## src/rtl/fb_pkg.sv

```systemverilog
// Shared types and defaults for the framebuffer write-side command engine.
package fb_pkg;

  localparam int unsigned FB_WIDTH_DEFAULT  = 360;
  localparam int unsigned FB_HEIGHT_DEFAULT = 240;

  typedef logic [15:0] rgb565_t;

  typedef enum logic [1:0] {
    OP_PIXEL = 2'd0,
    OP_FILL  = 2'd1,
    OP_FLIP  = 2'd2,
    OP_RSVD  = 2'd3
  } cmd_op_e;

  typedef enum logic [2:0] {
    S_IDLE,
    S_ISSUE,
    S_HOLD,
    S_WAIT,
    S_FLIP_WAIT,
    S_FLIP
  } fb_state_e;

  // Exclusive end coordinate of a span, clipped to the screen edge.
  function automatic logic [10:0] clip_end(input logic [9:0] origin,
                                           input logic [9:0] extent,
                                           input int unsigned limit);
    logic [10:0] sum;
    sum = {1'b0, origin} + {1'b0, extent};
    return (sum > 11'(limit)) ? 11'(limit) : sum;
  endfunction

endpackage

```

## src/rtl/fb_raster_counter.sv

```systemverilog
// Raster-order x/y/address stepper over a clipped rectangle; address advances
// incrementally so the fill loop needs no multiplier.
module fb_raster_counter #(
  parameter int unsigned FB_WIDTH = 360
) (
  input  logic        clk_sys,
  input  logic        reset_n,
  input  logic        load,
  input  logic        step,
  input  logic [9:0]  x_start,
  input  logic [9:0]  y_start,
  input  logic [19:0] addr_start,
  input  logic [10:0] x_end,
  input  logic [10:0] y_end,
  output logic [19:0] addr,
  output logic        last
);

  logic [9:0]  x, y, x0;
  logic [10:0] x_end_q, y_end_q;
  logic        row_end;

  always_comb begin
    row_end = ({1'b0, x} + 11'd1) == x_end_q;
    last    = row_end && (({1'b0, y} + 11'd1) == y_end_q);
  end

  always_ff @(posedge clk_sys or negedge reset_n) begin
    if (!reset_n) begin
      x       <= '0;
      y       <= '0;
      x0      <= '0;
      addr    <= '0;
      x_end_q <= '0;
      y_end_q <= '0;
    end else if (load) begin
      x       <= x_start;
      y       <= y_start;
      x0      <= x_start;
      addr    <= addr_start;
      x_end_q <= x_end;
      y_end_q <= y_end;
    end else if (step) begin
      if (row_end) begin
        // At wrap x = x_end-1: jump back (x_end-1-x0) and down one line.
        x    <= x0;
        y    <= y + 10'd1;
        addr <= addr + 20'(FB_WIDTH) + 20'd1 - 20'(x_end_q - {1'b0, x0});
      end else begin
        x    <= x + 10'd1;
        addr <= addr + 20'd1;
      end
    end
  end

endmodule

```

## src/rtl/framebuffer_writer.sv

```systemverilog
// Command-driven pixel producer for the double-buffered framebuffer write side:
// single pixels, clipped rectangle fills and write-retired buffer flips.
module framebuffer_writer
  import fb_pkg::*;
#(
  parameter int unsigned FB_WIDTH     = FB_WIDTH_DEFAULT,
  parameter int unsigned FB_HEIGHT    = FB_HEIGHT_DEFAULT,
  parameter int unsigned BUSY_HOLDOFF = 2,
  parameter int unsigned FLIP_PULSE   = 4
) (
  input  logic        clk_sys,
  input  logic        reset_n,
  input  logic        cmd_valid,
  output logic        cmd_ready,
  input  logic [1:0]  cmd_op,
  input  logic [9:0]  cmd_x,
  input  logic [9:0]  cmd_y,
  input  logic [9:0]  cmd_w,
  input  logic [9:0]  cmd_h,
  input  logic [15:0] cmd_color,
  output logic [19:0] display_addr,
  output logic [15:0] display_data,
  output logic        display_wr,
  output logic        display_flip_framebuffer,
  input  logic        display_busy,
  output logic        idle
);

  fb_state_e   state, state_next;
  logic [7:0]  cnt, cnt_next;
  rgb565_t     color;
  cmd_op_e     op;
  logic        accept, on_screen, load, step, last;
  logic [10:0] x_end_in, y_end_in;
  logic [19:0] addr_start;

  assign op = cmd_op_e'(cmd_op);

  always_comb begin
    on_screen  = (11'(cmd_x) < 11'(FB_WIDTH)) && (11'(cmd_y) < 11'(FB_HEIGHT));
    addr_start = 20'(cmd_y) * 20'(FB_WIDTH) + 20'(cmd_x);
    if (op == OP_FILL) begin
      x_end_in = clip_end(cmd_x, cmd_w, FB_WIDTH);
      y_end_in = clip_end(cmd_y, cmd_h, FB_HEIGHT);
    end else begin
      x_end_in = 11'(cmd_x) + 11'd1;
      y_end_in = 11'(cmd_y) + 11'd1;
    end
  end

  fb_raster_counter #(
    .FB_WIDTH(FB_WIDTH)
  ) u_raster (
    .clk_sys    (clk_sys),
    .reset_n    (reset_n),
    .load       (load),
    .step       (step),
    .x_start    (cmd_x),
    .y_start    (cmd_y),
    .addr_start (addr_start),
    .x_end      (x_end_in),
    .y_end      (y_end_in),
    .addr       (display_addr),
    .last       (last)
  );

  always_comb begin
    state_next               = state;
    cnt_next                 = cnt;
    load                     = 1'b0;
    step                     = 1'b0;
    accept                   = 1'b0;
    cmd_ready                = 1'b0;
    display_wr               = 1'b0;
    display_flip_framebuffer = 1'b0;
    idle                     = 1'b0;
    case (state)
      S_IDLE: begin
        cmd_ready = 1'b1;
        idle      = !display_busy;
        accept    = cmd_valid;
        if (cmd_valid) begin
          case (op)
            OP_PIXEL: if (on_screen) begin
              load       = 1'b1;
              state_next = S_ISSUE;
            end
            OP_FILL: if (on_screen && cmd_w != '0 && cmd_h != '0) begin
              load       = 1'b1;
              state_next = S_ISSUE;
            end
            OP_FLIP: state_next = S_FLIP_WAIT;
            default: state_next = S_IDLE;
          endcase
        end
      end
      S_ISSUE: begin
        display_wr = 1'b1;
        cnt_next   = 8'(BUSY_HOLDOFF - 1);
        state_next = S_HOLD;
      end
      S_HOLD: begin
        if (cnt == '0) state_next = S_WAIT;
        else           cnt_next   = cnt - 8'd1;
      end
      S_WAIT: begin
        if (!display_busy) begin
          if (last) begin
            state_next = S_IDLE;
          end else begin
            step       = 1'b1;
            state_next = S_ISSUE;
          end
        end
      end
      S_FLIP_WAIT: begin
        if (!display_busy) begin
          cnt_next   = 8'(FLIP_PULSE - 1);
          state_next = S_FLIP;
        end
      end
      S_FLIP: begin
        display_flip_framebuffer = 1'b1;
        if (cnt == '0) state_next = S_IDLE;
        else           cnt_next   = cnt - 8'd1;
      end
      default: state_next = S_IDLE;
    endcase
  end

  always_ff @(posedge clk_sys or negedge reset_n) begin
    if (!reset_n) begin
      state <= S_IDLE;
      cnt   <= '0;
      color <= '0;
    end else begin
      state <= state_next;
      cnt   <= cnt_next;
      if (accept) color <= cmd_color;
    end
  end

  assign display_data = color;

endmodule

```

## config.mk

```make
export PLATFORM = sky130hd
export DESIGN_NAME = framebuffer_writer
export DESIGN_NICKNAME = d
export VERILOG_FILES = /design/src/rtl/fb_pkg.sv /design/src/rtl/fb_raster_counter.sv /design/src/rtl/framebuffer_writer.sv
export SDC_FILE = /design/constraint.sdc
export NUM_CORES = 1
export LEC_CHECK = 0
export CORE_MARGIN = 5
export CORE_UTILIZATION = 30
export CTS_BUF_LIST = sky130_fd_sc_hd__clkbuf_16
export CTS_CLUSTER_SIZE = 14
export DETAILED_ROUTE_END_ITERATION = 16
export PLACE_DENSITY = 0.45
export SYNTH_ARGS = -nofsm -noshare
export SYNTH_HDL_FRONTEND = slang
export SYNTH_SLANG_ARGS = --single-unit
```

## constraint.sdc

```tcl
create_clock -name clk_sys -period 4.9 [get_ports clk_sys]
set_clock_uncertainty 0.15 [all_clocks]
set_input_delay 0.49 -clock clk_sys [delete_from_list [all_inputs] [get_ports clk_sys]]
set_output_delay 0.49 -clock clk_sys [all_outputs]
set_load 0.01 [all_outputs]
```

Word-level counts from Yosys, hierarchy flattened. Cells that the tools add are included.

Register bits after elaboration: 99. Input port bits: 62. Logic and storage cells: 102.

$add $sub $neg: 15. Multipliers: 1. Magnitude comparators: 4. Eq/ne operators: 17. Muxes and demuxes: 39. Reductions and logical operators: 17.

Operators with widths (number): 2-to-1 mux 10 bit (6); 2-to-1 mux 20 bit (3); adder 10 x 1 -> 11 bit (second input constant) (4); 2-to-1 mux 11 bit (4); adder 20 x 1 -> 20 bit (second input constant) (2); one-hot mux 8 bit (3 select lines) (1); adder 10 x 10 -> 11 bit (2); equality test 11 bit (2); 2-to-1 mux 3 bit (7); adder 10 x 1 -> 10 bit (second input constant) (2); adder 19 x 10 -> 20 bit (1); adder 20 x 9 -> 20 bit (second input constant) (1); nonzero test 10 bit (2); subtractor 20 bit (1); one-hot mux 3 bit (6 select lines) (1); multiplier 10 x 6 -> 16 bit (second input constant) (1); 2-to-1 mux 8 bit (2); 2-to-1 mux 1 bit (13); != test 2 bit (second input constant) (6); subtractor 11 x 10 -> 12 bit (1); greater-than comparator 11 x 8 -> 1 bit (second input constant) (1); greater-than comparator 11 x 9 -> 1 bit (second input constant) (1); < comparator 10 x 8 -> 1 bit (second input constant) (1); < comparator 10 x 9 -> 1 bit (second input constant) (1); 20 further kinds (27).

Longest topological paths before layout.
Word-level depth: 10. Depth in mapped cells: 22.

Hierarchy. Synthesis repeated with hierarchy kept, for this count alone.

Cells, all modules: 1259. Area total of the unflattened synthesis: 10664.0 µm².

By module, submodules not included: fb_raster_counter (times used 1, cells each 728, area an instance 6278.5 µm², seq. area each 1801.7 µm²); framebuffer_writer (times used 1, cells each 531, area an instance 4385.5 µm², seq. area each 675.6 µm²).

Least setup slack after synthesis. No wires, ideal clock.

Path kind: flip-flop to flip-flop. From: register u_raster.x_end_q[1]. To: register u_raster.addr[16]. Library setup time: 0.094 ns. Data arrival time: 4.287 ns. Required time: 4.656 ns. Slack: 0.369 ns. Stages on the path, launching flop included: 18. Path buffers: 0. Path through: dfrtp_1 > ha_1 > nor2b_1 > o211ai_1 > a31oi_1 > or4_1 > a31oi_1 > o21ai_0 > ha_1 > ha_1 > a21oi_1 > o21ai_0 > a22o_1 > a31o_2 > o41a_1 > xnor2_1 > o21a_1 > a211oi_1.

Longest elaborated chain between the ends: 6. Elaborated cells on any way between the ends: 11. Those cells by class: 2 x add/sub; 1 x eq/ne; 6 x mux; 2 x reduce/logical.

RTL lines: start, declared (RTL line fb_raster_counter.sv:20) `logic [10:0] x_end_q, y_end_q;`; start signal, assigned (RTL line fb_raster_counter.sv:41) `x_end_q <= x_end;`; branches (longest 6 deep; another with subtractor 20 bit); end signal, assigned (RTL line fb_raster_counter.sv:40) `addr <= addr_start;`; end signal, assigned (RTL line fb_raster_counter.sv:48) `addr <= addr + 20'(FB_WIDTH) + 20'd1 - 20'(x_end_q - {1'b0, x0});`; end signal, assigned (RTL line fb_raster_counter.sv:51) `addr <= addr + 20'd1;`; end, declared (RTL line fb_raster_counter.sv:15) `output logic [19:0] addr,`.

Parallel ways; which one is timed is not known. The select of a mux whose other input is x is not followed. A chain may end at the register's enable or synchronous reset.

Worst setup path in the final report. Same ends and word-level chain as after synthesis.

==> qor.csv <==
metric;value;unit
outcome;completed;
synth-seq-cells;99;
min_period_over_period;94.6;%
synth_warnings;0;
avgRoutedWirePerCell;18.1;um
htree_levels;3;
peakVddDrop;290;uV
power_density;608;nW/um^2
final-hold-violation-count;0;
fp.dieW;198;um
dr_total_vias;9459;
critPathLaunchType;flop;
place_congestion;0.849;
period_minus_slack;4.64;ns
layout-drive-gt1-share;10.1;%
hpwl;26100;um
max_slew.worst_pin.slew;0.951;ns
reg2reg_slack;0.26;ns
endpoint_kind;flop;
rsz0062_at_grt;no;
clock-root-buffer;clkbuf_16;
diodes;0;
tritoncts;yes;
worstPathCellList;ha_1 -> nor2b_1 -> o211ai_1 -> a31oi_2 -> or4_1 -> a31oi_2 -> o21ai_0 -> buf_4 -> ha_1 -> ha_4 -> a21oi_1 -> o21ai_1 -> a22o_1 -> a31o_2 -> o41a_1 -> xnor2_1 -> o21a_1 -> a211oi_1;
synthDistinctLibCells;102;
cts.sinks;99;
p_leak;5.38;nW
crit_start;u_raster.x_end_q[1]$_DFFE_PN0P_;
ys_async_sr_fraction;100;%
finalSetupTns;0;ns
synth_fp_nets;1434;
drt_wl_total;33000;um
seq_area_frac_synth;23.4;%
fmax;216;MHz
grt.total_usage;16.6;%
synth_flop_cell;dfrtp_1;
grt_first_pass_wirelength;52300;um
slowest_delay;0.45;ns
viasPerCell;5.19;
clk_path_buf_depth;2;
hp-class;input pin to asynchronous set/reset pin;
ant_nets;0;
clock_latency;0.37;ns
final_core_util;36.3;%
arrival;4.78;ns
critical_path.max_fanout;9;
first_iter_violations;490;
start_util;30.5;%
cp_slowest_cell;or4_1;
die_height;198;um
grt_pass1_vias;9264;
place_ws;0.0655;ns
drt_first_pass_iters;5;
drv_slew;0;
io_pins;102;
io_buffers;101;
core-area;34700;um^2
syn_area_per_cell;8.52;um^2
cts_made_buffers;9;
die_area;39100;um^2
path_class;flop to flop;
crit_required;5.04;ns
finalSetupViolCount;0;
synth_area;10600;um^2
relSlewSlack;36.6;%
grt_max_degree;67;
synth_edf_count;0;
grt_overflow;0;
antenna_found_initial;0;
hold_buffers;0;
clkSlewWorstSetupHoldPaths;0.09;ns
areaGrowthSynthToFinish;19.1;%
rows;68;
r2r-start;u_raster.x_end_q[1]$_DFFE_PN0P_;
route.detailed.drc;0;
drv_cap;0;
postSynthCellCount;1243;
setup_ws;0.263;ns
fin_nets;1552;
-- logic make-up (layout without fill, tap and decap cells) --
kind of cell    Yosys count  count (layout)  share of synthesized area, %
xor+xnor                104             104                          9.03
compound gates          334             334                          20.9
flops                    99              99                          23.4
simple gates            386             386                          20.1
mux                      29              29                          2.97
fa+ha+maj               130             130                          16.6
buf+inv                 161             284                          7.03
-- registers in the layout (all words and copies together), names as in the netlist --
signal / flops
u_raster.addr: 20
display_data: 16
u_raster.x_end_q: 11
u_raster.y_end_q: 11
u_raster.x0: 10
u_raster.x: 10
u_raster.y: 10
cnt: 8
state: 3
-- cells in the final DEF (no fill, tap or decap), types with 8 or more instances in the layout --
| cell type | count |
|---|---|
| a211oi_1 | 22 |
| a21o_1 | 15 |
| a21oi_1 | 75 |
| a221o_1 | 11 |
| a31oi_1 | 10 |
| and2_1 | 13 |
| and3_1 | 15 |
| buf_4 | 54 |
| clkbuf_16 | 9 |
| clkdlybuf4s50_1 | 100 |
| dfrtp_1 | 99 |
| fa_1 | 18 |
| ha_1 | 108 |
| inv_1 | 114 |
| mux2_2 | 19 |
| mux2i_1 | 10 |
| nand2_1 | 82 |
| nand2b_1 | 15 |
| nand3_1 | 43 |
| nand4_1 | 15 |
| nor2_1 | 90 |
| nor2b_1 | 13 |
| nor3_1 | 23 |
| nor4_1 | 10 |
| o211ai_1 | 13 |
| o21a_1 | 14 |
| o21ai_0 | 81 |
| o22ai_1 | 8 |
| or3_1 | 13 |
| xnor2_1 | 67 |
| xor2_1 | 34 |
-- per-stage QoR --
| step | instances | cell area (um^2) | hold slack (ns) | total power [mW] |
|---|---|---|---|---|
| 3_5_place_dp | 1804 | 12200 | 0.339 | 6.82 |
| 3_3_place_gp | 1804 | 12200 | 0.341 | 6.83 |
| 6_report | 1821 | 12600 | 0.0902 | 7.66 |
| 2_1_floorplan | 1243 | 10600 | 0.0444 | 5.15 |
| 4_1_cts | 1820 | 12500 | 0.143 | 7.64 |
| 5_1_grt | 1821 | 12600 | 0.167 | 8.41 |
-- layer usage --
layer,up-vias,wire length [um],global-route usage (%)
met5,-,0,0
met2,143,15800,27.5
met3,22,718,1.75
met4,0,369,2.98
met1,4573,16200,23.6
li1,4721,-,-
-- worst max-delay path: cells and delay by family, from the launching register on --
kind                     cells  cell delay (ns)
AND/OR/NAND/NOR              2             0.60
buffers and inverters        1             0.18
flip-flops                   1             0.41
XOR/XNOR                     1             0.13
AO/OA/AOI/OAI               11             2.19
adder cells (fa/ha/maj)      3             0.88
-- cells in the mapped netlist (all sizes together) (10+ instances only) --
cell    instances  area (um^2)
nand4          17          128
buf            24          203
nand2          83          314
o21a           14          105
fa             18          360
nor3           24          131
nor2b          13         81.3
a31oi          12         75.1
a21oi          78          390
a221o          12          121
a21o           15          113
inv           114          428
a211oi         23          178
nand2b         16          108
dfrtp          99         2480
o21ai          87          435
ha            111         1390
mux2           19          214
xor2           34          298
or3            14         92.6
mux2i          10          100
and3           15         93.8
nor2           92          355
and2           15         95.1
xnor2          67          587
o211ai         13         97.6
nor4           15          143
clkbuf         22          104
nand3          43          215
-- cell type report --
cell class	count	area [um^2]
Clock inverter	7	75.1
Inverter	114	428
Sequential cell	99	2480
Clock buffer	9	225
Timing Repair Buffer	154	1410
Fill cell	3627	22100
Tap cell	455	569
Multi-Input combinational cell	983	7420
-- final timing paths --
kind / to / cells after the start
min reg2reg: cnt[0]$_DFFE_PN0P_ / 1
max in group asynchronous: cnt[1]$_DFFE_PN0P_ / 2
max reg2reg: u_raster.addr[16]$_DFFE_PN0P_ / 18
max: u_raster.addr[16]$_DFFE_PN0P_ / 18
min in group clk_sys: cnt[0]$_DFFE_PN0P_ / 1
min: u_raster.x0[2]$_DFFE_PN0P_ / 1
-- where the power goes --
group | internal, mW | total [mW] | switching (mW)
clock network | 0.365 | 0.761 | 0.396
logic | 2.58 | 5.37 | 2.79
registers | 1.12 | 1.53 | 0.411
-- repair_timing --
action | CTS | global route
endpoints found under the setup margin | 0 | 8
buffers inserted | 0 | 1
endpoints found under the hold margin | 0 | 0
gates resized for setup | 0 | 10
(Power assumes the default switching activity.)
==> patch (same flow settings) <==
Reset style: synchronous (`reset_n`), changed in 2 clocked blocks.
--- a/src/rtl/fb_raster_counter.sv
+++ b/src/rtl/fb_raster_counter.sv
@@ -26,5 +26,5 @@
   end
 
-  always_ff @(posedge clk_sys or negedge reset_n) begin
+  always_ff @(posedge clk_sys) begin
     if (!reset_n) begin
       x       <= '0;
--- a/src/rtl/framebuffer_writer.sv
+++ b/src/rtl/framebuffer_writer.sv
@@ -129,5 +129,5 @@
   end
 
-  always_ff @(posedge clk_sys or negedge reset_n) begin
+  always_ff @(posedge clk_sys) begin
     if (!reset_n) begin
       state <= S_IDLE;
Check against the original RTL: differs if reset_n is asserted again (counterexample within 4 cycles, from zero or initial values and one cycle with reset_n low); with reset_n held inactive, the same outputs for 4 cycles.
==> patch against the original RTL <==
- sequential cell count unchanged
- area after synthesis down 6.5%
- wire length shrank 2.1%
- cell count is 1.9% higher
- final area shrank 4.3%
- die area shrank 6.2%
- sequential share of layout area shrank 3.2 points
- setup slack improved by 32 ps
- critical path type is now in2reg
- critical endpoint is now u_raster.addr[18]
- largest cell class unchanged
Power is not compared: it rests on default switching activity, and its combinational part moved more than twofold at a synthesized area within 25%.
==> patch: results (changes against the original RTL) <==
Synth Area in XOR/XNOR -> 0.0911 (+0.000832)
Compound-Gate Fraction of Synth Area -> 0.244 (+0.0356)
Comb_multi_in -> 1027 (+4.5%)
Synthesized area -> 9900 sq um (-6.5%)
Port bufs -> 101 (unchanged)
Met1 usage -> 0.250 (+0.0144)
Via-to-Cell Ratio -> 5.23 (+0.63%)
Vias in the first global route -> 9266 (+0.022%)
Syn Inst Count -> 1285 (+3.4%)
Synth top area cells -> dfxtp_1, ha_1, xnor2_1
DP Area -> 11700 sq um (-4.2%)
CP Max Fanout -> 4 (-5)
Root buffer cell -> clkbuf_16
Routed Wire Length -> 32.3 mm (-2.1%)
Final net count -> 1600 (+3.1%)
Clock tree cell share of total cell area -> 0.0228 (-0.000995)
Non-clk buf share -> 0.125 (+0.0132)
Number of non-clock buffers in the layout -> 165 (+7.1%)
Post-synth top cells -> a21oi_1, nand2_1, ha_1
Routability Congestion -> 0.854 (+0.49%)
CTS Buf Count -> 9 (unchanged)
Antenna violations before repair -> 2 (+2)
Seq area share -> 0.164 (-0.0322)
Initial DRC count -> 695 (+42%)
GR Util met3 -> 0.0238 (+0.00628)
Worst Tran Pin Value -> 939 ps (-12.2 ps)
DR WL met2 -> 14.9 mm (-5.6%)
Met2 GRT Util -> 0.280 (+0.00439)
Top routing layer in use -> met5
Syn nets -> 1476 (+2.9%)
Largest register FFs -> 20 (unchanged)
Placed cells -> 1840 (+2.0%)
Register area share after synthesis -> 0.200 (-0.0338)
Pre-antenna DRT Iters -> 6 (+1)
Skew-Pair Late Insertion Delay -> 360 ps
Post-CTS Repair Setup Buffers -> 0 (unchanged)
Post-synth ARST share -> 0 (-1.00)
Library cells used by synthesis -> 81 (-21%)
Filler cells -> 3508 (-3.3%)
Prevailing post-synth register cell -> dfxtp_1
Multiplexer share of the synthesized area -> 0.00935 (-0.0203)
Multi-input combinational area share -> 0.609 (+0.0200)
Largest net degree at the start of global routing -> 56 (-16%)
Total GRT Usage -> 0.174 (+0.00849)
First-pass GRT wire length -> 51.6 mm (-1.3%)
Share of cells above drive strength 1 -> 0.0827 (-0.0183)
Clk buf depth -> 2 (unchanged)
Area growth, synth to finish -> 21.8%
Metal3 WL -> 1.37 mm (+90%)
Hold/Removal Path Class -> reg2reg
Vias -> 9702 (+2.6%)
Met1 WL -> 15.6 mm (-3.4%)
Pre-CTS setup slack -> -91.7 ps (-157 ps)
Worst VDD drop -> 0.000171 V
Adder-cell share of the synthesized area -> 0.177 (+0.0105)
Hpwl dp -> 25.8 mm (-1.2%)
Outcome -> completed
Non-Clock Inverter Count -> 107 (-6.1%)
[patch: path summary, 6_finish.rpt]
| kind | from | to | slack [ps] | cells past startpoint |
|---|---|---|---|---|
| setup / recovery | cmd_y[0] | u_raster.addr[18] | 290 | 16 |
| hold / removal | display_data[8] | display_data[8] | 310 | 2 |
| setup reg to reg | u_raster.x_end_q[0] | u_raster.addr[19] | 320 | 22 |
| hold reg to reg | display_data[8] | display_data[8] | 310 | 2 |
[patch: report_power, final]
| group | internal (mW) | leakage, nW | switching [mW] |
|---|---|---|---|
| logic | 1.10 | 3.89 | 1.26 |
| registers | 0.891 | 0.802 | 0.0990 |
| clock network | 0.349 | 0.137 | 0.347 |
| total | 2.34 | 4.83 | 1.71 |
[patch: critical path, stage by stage]
cell,delay [ps]
clkdlybuf4s50_1,490
ha_1,370
ha_1,290
inv_1,50
fa_1,530
inv_1,50
ha_1,300
a211oi_1,350
o21ai_0,190
and2_1,230
a2111oi_0,420
a31oi_1,140
and2_1,210
nor4b_2,300
xor2_1,100
a221oi_1,230
